### config.mk
export PLATFORM = sky130hd
export DESIGN_NAME = bp_fe_fetch_queue
export DESIGN_NICKNAME = d
export VERILOG_FILES = /design/src/rtl/bp_fe_fetch_queue.sv
export SDC_FILE = /design/constraint.sdc
export NUM_CORES = 2
export LEC_CHECK = 0
export CAP_MARGIN = 30
export CORE_ASPECT_RATIO = 1.4
export CORE_UTILIZATION = 50
export DETAILED_ROUTE_END_ITERATION = 6
export PLACE_DENSITY = 0.8
export SLEW_MARGIN = 10
export SYNTH_ARGS = -nofsm -noshare
export SYNTH_HDL_FRONTEND = slang
export SYNTH_SLANG_ARGS = --single-unit
### constraint.sdc
create_clock -name clk_i -period 3.6 [get_ports clk_i]
set_clock_uncertainty 0.05 [all_clocks]
set_input_delay 0.54 -clock clk_i [delete_from_list [all_inputs] [get_ports clk_i]]
set_output_delay 0.54 -clock clk_i [all_outputs]
set_load 0.03 [all_outputs]
### src/rtl/bp_fe_fetch_queue.sv
// Multi-lane FE fetch queue: accepts up to lanes_p instructions per cycle,
// compacts sparse lane valids into consecutive entries, folds group exceptions
// into a single prioritised message, and presents one message per cycle to BE.
module bp_fe_fetch_queue #(
  parameter int entries_p     = 8,
  parameter int lanes_p       = 2,
  parameter int vaddr_width_p = 39,
  parameter int instr_width_p = 32,
  parameter int meta_width_p  = 64
) (
  input  logic                               clk_i,
  input  logic                               reset_i,
  input  logic                               flush_i,
  input  logic                               enq_v_i,
  input  logic [lanes_p-1:0]                 enq_lane_v_i,
  input  logic [lanes_p*vaddr_width_p-1:0]   enq_pc_i,
  input  logic [lanes_p*instr_width_p-1:0]   enq_instr_i,
  input  logic [meta_width_p-1:0]            enq_meta_i,
  input  logic                               enq_itlb_miss_i,
  input  logic                               enq_page_fault_i,
  input  logic                               enq_access_fault_i,
  input  logic                               enq_icache_miss_i,
  output logic                               enq_ready_and_o,
  output logic                               fe_queue_v_o,
  output logic [vaddr_width_p-1:0]           fe_queue_pc_o,
  output logic [instr_width_p-1:0]           fe_queue_instr_o,
  output logic [2:0]                         fe_queue_msg_type_o,
  output logic [meta_width_p-1:0]            fe_queue_meta_o,
  input  logic                               fe_queue_yumi_i,
  output logic [$clog2(entries_p):0]         count_o
);

  localparam int PtrW = $clog2(entries_p);
  localparam int CntW = PtrW + 1;

  typedef enum logic [2:0] {
    MsgFetch       = 3'd0,
    MsgItlbMiss    = 3'd1,
    MsgPageFault   = 3'd2,
    MsgAccessFault = 3'd3,
    MsgIcacheMiss  = 3'd4
  } msgType_e;

  logic [PtrW-1:0]          rdPtr_q, rdPtr_d;
  logic [PtrW-1:0]          wrPtr_q, wrPtr_d;
  logic [CntW-1:0]          count_q, count_d;

  logic [vaddr_width_p-1:0] pcMem_q    [entries_p];
  logic [instr_width_p-1:0] instrMem_q [entries_p];
  logic [2:0]               typeMem_q  [entries_p];
  logic [meta_width_p-1:0]  metaMem_q  [entries_p];

  logic                     enqFire;
  logic                     deqFire;
  logic                     isExc;
  msgType_e                 excType;
  logic [CntW-1:0]          nWrite;
  logic [vaddr_width_p-1:0] slotPc     [lanes_p];
  logic [instr_width_p-1:0] slotInstr  [lanes_p];
  logic [PtrW-1:0]          slotAddr   [lanes_p];

  // Ready looks only at the registered count so it never depends on a same-cycle dequeue.
  assign enq_ready_and_o = (CntW'(entries_p) - count_q) >= CntW'(lanes_p);
  assign enqFire         = enq_v_i & enq_ready_and_o & ~flush_i;
  assign deqFire         = fe_queue_yumi_i & fe_queue_v_o;
  assign isExc           = enq_itlb_miss_i | enq_page_fault_i | enq_access_fault_i | enq_icache_miss_i;

  // Fixed-priority encode of the group exception flags into a message type.
  always_comb begin
    excType = MsgFetch;
    if (enq_itlb_miss_i)         excType = MsgItlbMiss;
    else if (enq_page_fault_i)   excType = MsgPageFault;
    else if (enq_access_fault_i) excType = MsgAccessFault;
    else if (enq_icache_miss_i)  excType = MsgIcacheMiss;
  end

  // Build the compacted write slots: one PC-only slot for exceptions, else valid lanes in order.
  always_comb begin
    int rank;
    rank = 0;
    for (int k = 0; k < lanes_p; k++) begin
      slotPc[k]    = '0;
      slotInstr[k] = '0;
      slotAddr[k]  = wrPtr_q + PtrW'(k);
    end
    nWrite = '0;
    if (isExc) begin
      slotPc[0] = enq_pc_i[0 +: vaddr_width_p];
      for (int l = lanes_p - 1; l >= 0; l--) begin
        if (enq_lane_v_i[l]) slotPc[0] = enq_pc_i[l*vaddr_width_p +: vaddr_width_p];
      end
      nWrite = CntW'(1);
    end else begin
      for (int l = 0; l < lanes_p; l++) begin
        if (enq_lane_v_i[l]) begin
          for (int k = 0; k < lanes_p; k++) begin
            if (k == rank) begin
              slotPc[k]    = enq_pc_i[l*vaddr_width_p +: vaddr_width_p];
              slotInstr[k] = enq_instr_i[l*instr_width_p +: instr_width_p];
            end
          end
          rank = rank + 1;
        end
      end
      nWrite = CntW'(rank);
    end
  end

  // Pointer and occupancy next-state; flush wins over both enqueue and dequeue.
  always_comb begin
    rdPtr_d = rdPtr_q;
    wrPtr_d = wrPtr_q;
    count_d = count_q;
    if (flush_i) begin
      rdPtr_d = '0;
      wrPtr_d = '0;
      count_d = '0;
    end else begin
      if (enqFire) wrPtr_d = wrPtr_q + nWrite[PtrW-1:0];
      rdPtr_d = rdPtr_q + PtrW'(deqFire);
      count_d = count_q + (enqFire ? nWrite : CntW'(0)) - CntW'(deqFire);
    end
  end

  // Pointer and count registers.
  always_ff @(posedge clk_i or negedge reset_i) begin
    if (!reset_i) begin
      rdPtr_q <= '0;
      wrPtr_q <= '0;
      count_q <= '0;
    end else begin
      rdPtr_q <= rdPtr_d;
      wrPtr_q <= wrPtr_d;
      count_q <= count_d;
    end
  end

  // Message storage; each accepted slot lands at consecutive entries from the write pointer.
  always_ff @(posedge clk_i or negedge reset_i) begin
    if (!reset_i) begin
      for (int e = 0; e < entries_p; e++) begin
        pcMem_q[e]    <= '0;
        instrMem_q[e] <= '0;
        typeMem_q[e]  <= '0;
        metaMem_q[e]  <= '0;
      end
    end else if (enqFire) begin
      for (int k = 0; k < lanes_p; k++) begin
        if (CntW'(k) < nWrite) begin
          pcMem_q[slotAddr[k]]    <= slotPc[k];
          instrMem_q[slotAddr[k]] <= isExc ? '0 : slotInstr[k];
          typeMem_q[slotAddr[k]]  <= isExc ? excType : MsgFetch;
          metaMem_q[slotAddr[k]]  <= enq_meta_i;
        end
      end
    end
  end

  assign fe_queue_v_o        = (count_q != '0);
  assign fe_queue_pc_o       = pcMem_q[rdPtr_q];
  assign fe_queue_instr_o    = instrMem_q[rdPtr_q];
  assign fe_queue_msg_type_o = typeMem_q[rdPtr_q];
  assign fe_queue_meta_o     = metaMem_q[rdPtr_q];
  assign count_o             = count_q;

  // The consumer may only take the head while a message is present.
  yumiOnlyWhenValid : assert property (@(posedge clk_i) disable iff (!reset_i)
    fe_queue_yumi_i |-> fe_queue_v_o);

endmodule

==> impl_metrics.env <==
export IMPL_status="finished with violations"
export IMPL_violations="DRC"
export IMPL_layout_drive_gt1_share_pct=21.5
export IMPL_cts_buffers=107
export IMPL_clk_path_buf_depth=3
export IMPL_antenna_found_initial=16
export IMPL_power_density_nw_per_um2=796
export IMPL_place_congestion=0.937
export IMPL_crit_end="fe_queue_pc_o[19]"
export IMPL_yosysSeqAreaShare_pct=51.2
export IMPL_nFillCells=8202
export IMPL_synth_main_ff_cell="dfrtp_1"
export IMPL_p_seq_share_pct=36.0
export IMPL_tritoncts="yes"
export IMPL_pwr_share_comb_pct=41.8
export IMPL_synth_edff_count=0
export IMPL_synth_top_area_share_pct=51.2
export IMPL_clock_latency_ps=770
export IMPL_reg2reg_to="pcMem_q[192]$_DFFE_PN0N_"
export IMPL_start_util_pct=50.6
export IMPL_ys_ff_latch=1114
export IMPL_netlist_area_um2=54400
export IMPL_rows=142
export IMPL_preCtsSetupSlack_ps=-308
export IMPL_clock_fmax_mhz=278
export IMPL_timing_hold_ws_ps=399
export IMPL_area_delta_synth_final_pct=18.9
export IMPL_drtIter0Drc=5978
export IMPL_multiInputGateArea_um2=24800
export IMPL_firstDrtPassIters=7
export IMPL_synth_compound_area_share_pct=13.7
export IMPL_worst_slack_ps=6.63
export IMPL_slew_violations=0
export IMPL_ys_types=49
export IMPL_p_int_mw=32.4
export IMPL_placement_io_buffers=360
export IMPL_ios=361
export IMPL_maxCapViolCount=0
export IMPL_cp_startpoint="rdPtr_q[0]$_DFF_PN0_"
export IMPL_gr_total_overflow=0
export IMPL_drc=15
export IMPL_crit_fanout=11
export IMPL_die_h_um=392
export IMPL_synthXorXnorAreaFrac_pct=0.145
export IMPL_viasPerCell=6.67
export IMPL_worstPathArrival_ps=3000
export IMPL_yosysMostFrequentCell="dfrtp_1"
export IMPL_worst_r2r_path_depth=8
export IMPL_routedWlPerCell_um=26.5
export IMPL_timing_rr_start="count_o[1]$_DFF_PN0_"
export IMPL_relSlewSlack_pct=18.8
export IMPL_cts_reportedPaths_clkPinSlew_ps=70
export IMPL_core_area_um2=107000
export IMPL_antenna_left=0
export IMPL_cts_htree_levels=3
export IMPL_fin_nets=5546
export IMPL_period_needed_ps=3590
export IMPL_p_sw_mw=19.1
export IMPL_synth_adder_area_share_pct=0.373
export IMPL_synth_top_family_by_area="multiplexers"
export IMPL_yosys_area_top_type="dfrtp_1"
export IMPL_worst_setup_path_type="register to output pin"
export IMPL_vdd_drop_max_mv=0.712
export IMPL_syn_avg_cell_area_um2=10.6
export IMPL_final_seq_area_um2=27900
export IMPL_p_leak_nw=28.7
export IMPL_grt_max_degree=257
export IMPL_r2r_setup_slack_ps=490
export IMPL_numClockSinks=1114
export IMPL_cp_start_kind="register"
export IMPL_async_flop_share_pct=100
export IMPL_grtUsageTotal_pct=32.9
export IMPL_clockPowerShare_pct=22.2
export IMPL_netlist_instances=5124
export IMPL_num_vias=45643
export IMPL_die_area_um2=110000
export IMPL_chipWidth_um=281
export IMPL_hpwl_um=108000
export IMPL_grt_pass1_wl_um=279000
export IMPL_drt_total_wl_um=181000
export IMPL_crit_path_end_kind="output pin"
export IMPL_rsz0062_at_grt="yes"
export IMPL_ys_warn_count=0
export IMPL_worst_hold_path_type="input port to asynchronous set/reset pin"
export IMPL_cp_required_ps=3010
export IMPL_yosys_top_cells_area="dfrtp_1 51%, mux4_2 11%, mux2_2 8.2%"
export IMPL_synth_area_mux_share_pct=19.6
export IMPL_synthSimpleGateAreaFrac_pct=11.1
export IMPL_post_route_period_util_pct=99.8
export IMPL_hold_violations=0
export IMPL_tightestPinTransition_ps=1220
export IMPL_synthTopCellsByCount="1114 x dfrtp_1, 814 x nand2_1, 587 x nor2_1"
export IMPL_syn_nets=5356
export IMPL_first_global_vias=47756
export IMPL_switching_share_pct=37.1
export IMPL_finalSetupTns_ps=0
export IMPL_finalSetupViolCount=0
export IMPL_clockRootBuffer="clkbuf_16"
[sequential cells by signal, summed over array words and instances, names as in the netlist]
| register | flops |
|---|---|
| typeMem_q | 24 |
| rdPtr_q | 3 |
| instrMem_q | 256 |
| wrPtr_q | 3 |
| pcMem_q | 312 |
| count_o | 4 |
| metaMem_q | 512 |
[cells in the final DEF (no fill, tap or decap), drive strengths merged, types with 5 or more instances in the layout]
master,synthesis,layout
dfrtp,1114,1114
nand2,814,814
nor2,587,587
a21oi,556,556
o22ai,554,554
mux2,394,394
mux4,276,276
buf,136,258
clkdlybuf4s50,0,220
clkbuf,379,175
dlygate4sd2,0,81
and2,75,75
a22o,47,47
a22oi,45,45
o21ai,37,37
clkinv,0,32
inv,11,15
ha,13,13
nand2b,11,11
a221oi,8,8
clkdlybuf4s15,0,8
xnor2,8,8
nor2b,7,7
bufinv,0,5
or4,5,5
[timing repair]
action	CTS	global route
hold buffers	1	0
pin swaps	0	0
cloned	2	3
endpoints found under the hold margin	68	0
buffers inserted	0	3
endpoints found under the setup margin	117	76
gates resized for setup	128	68
[power by group through the flow]
stage / combinational [mW] / clock [mW] / sequential (mW)
CTS: 21.1 / 11.5 / 18.4
floorplan: 14.2 / 0 / 17.8
global placement: 21.1 / 0 / 18.3
finish: 21.5 / 11.4 / 18.5
detailed placement: 21.6 / 0 / 18.6
global route: 22.7 / 12.0 / 18.9
[per-layer routing]
layer	up-vias	wire length (um)	global-route usage, %
met2	3392	85800	52.9
met5	-	126	0
li1	18759	-	-
met4	20	12000	20.8
met3	864	21000	8.37
met1	22608	62500	39.6
[worst max-delay path, stage by stage (launching register included)]
cell	delay, ps
dfrtp_4	540
buf_16	250
buf_6	230
mux4_2	520
mux2_2	310
dlygate4sd2_1	360
[cells by family (layout without fill, tap and decap cells)]
group	after synthesis	count (layout)
compound gates	1268	1268
xor+xnor	9	9
fa+ha+maj	15	15
buf+inv	526	800
flops	1114	1114
mux	672	672
other cells	0	4
simple gates	1520	1520
[through the flow]
stage          utilization, %  power [mW]  area (um^2)  instances
5_1_grt                  60.2        53.6        64700       6839
4_1_cts                  60.1        51.1        64600       6831
6_report                 60.2        51.5        64700       6842
3_3_place_gp             56.7        39.4        60900       6630
2_1_floorplan               -        32.1        54400       5124
3_5_place_dp             56.8        40.2        61000       6635
[cell type report]
type / instances / share of cell area (%)
Timing Repair Buffer: 596 / 10.3
Tap cell: 1440 / 2.79
Multi-Input combinational cell: 3484 / 38.3
Clock inverter: 44 / 0.766
Clock buffer: 149 / 4.68
Antenna cell: 4 / 0.0155
Sequential cell: 1114 / 43.1
Inverter: 11 / 0.0639
[how the worst min path moves through the flow]
| stage | from | end | slack [ps] | cells after the start |
|---|---|---|---|---|
| global route | metaMem_q[10]$_DFFE_PN0N_ | metaMem_q[10]$_DFFE_PN0N_ | 430 | 2 |
| floorplan | reset_i | count_o[0]$_DFF_PN0_ | 190 | 0 |
| finish | reset_i | metaMem_q[370]$_DFFE_PN0N_ | 400 | 2 |
| global placement | metaMem_q[64]$_DFFE_PN0N_ | metaMem_q[64]$_DFFE_PN0N_ | 400 | 2 |
| detailed placement | metaMem_q[79]$_DFFE_PN0N_ | metaMem_q[79]$_DFFE_PN0N_ | 410 | 2 |
| CTS | enq_meta_i[35] | metaMem_q[163]$_DFFE_PN0N_ | 410 | 3 |
(Power assumes the default switching activity.)
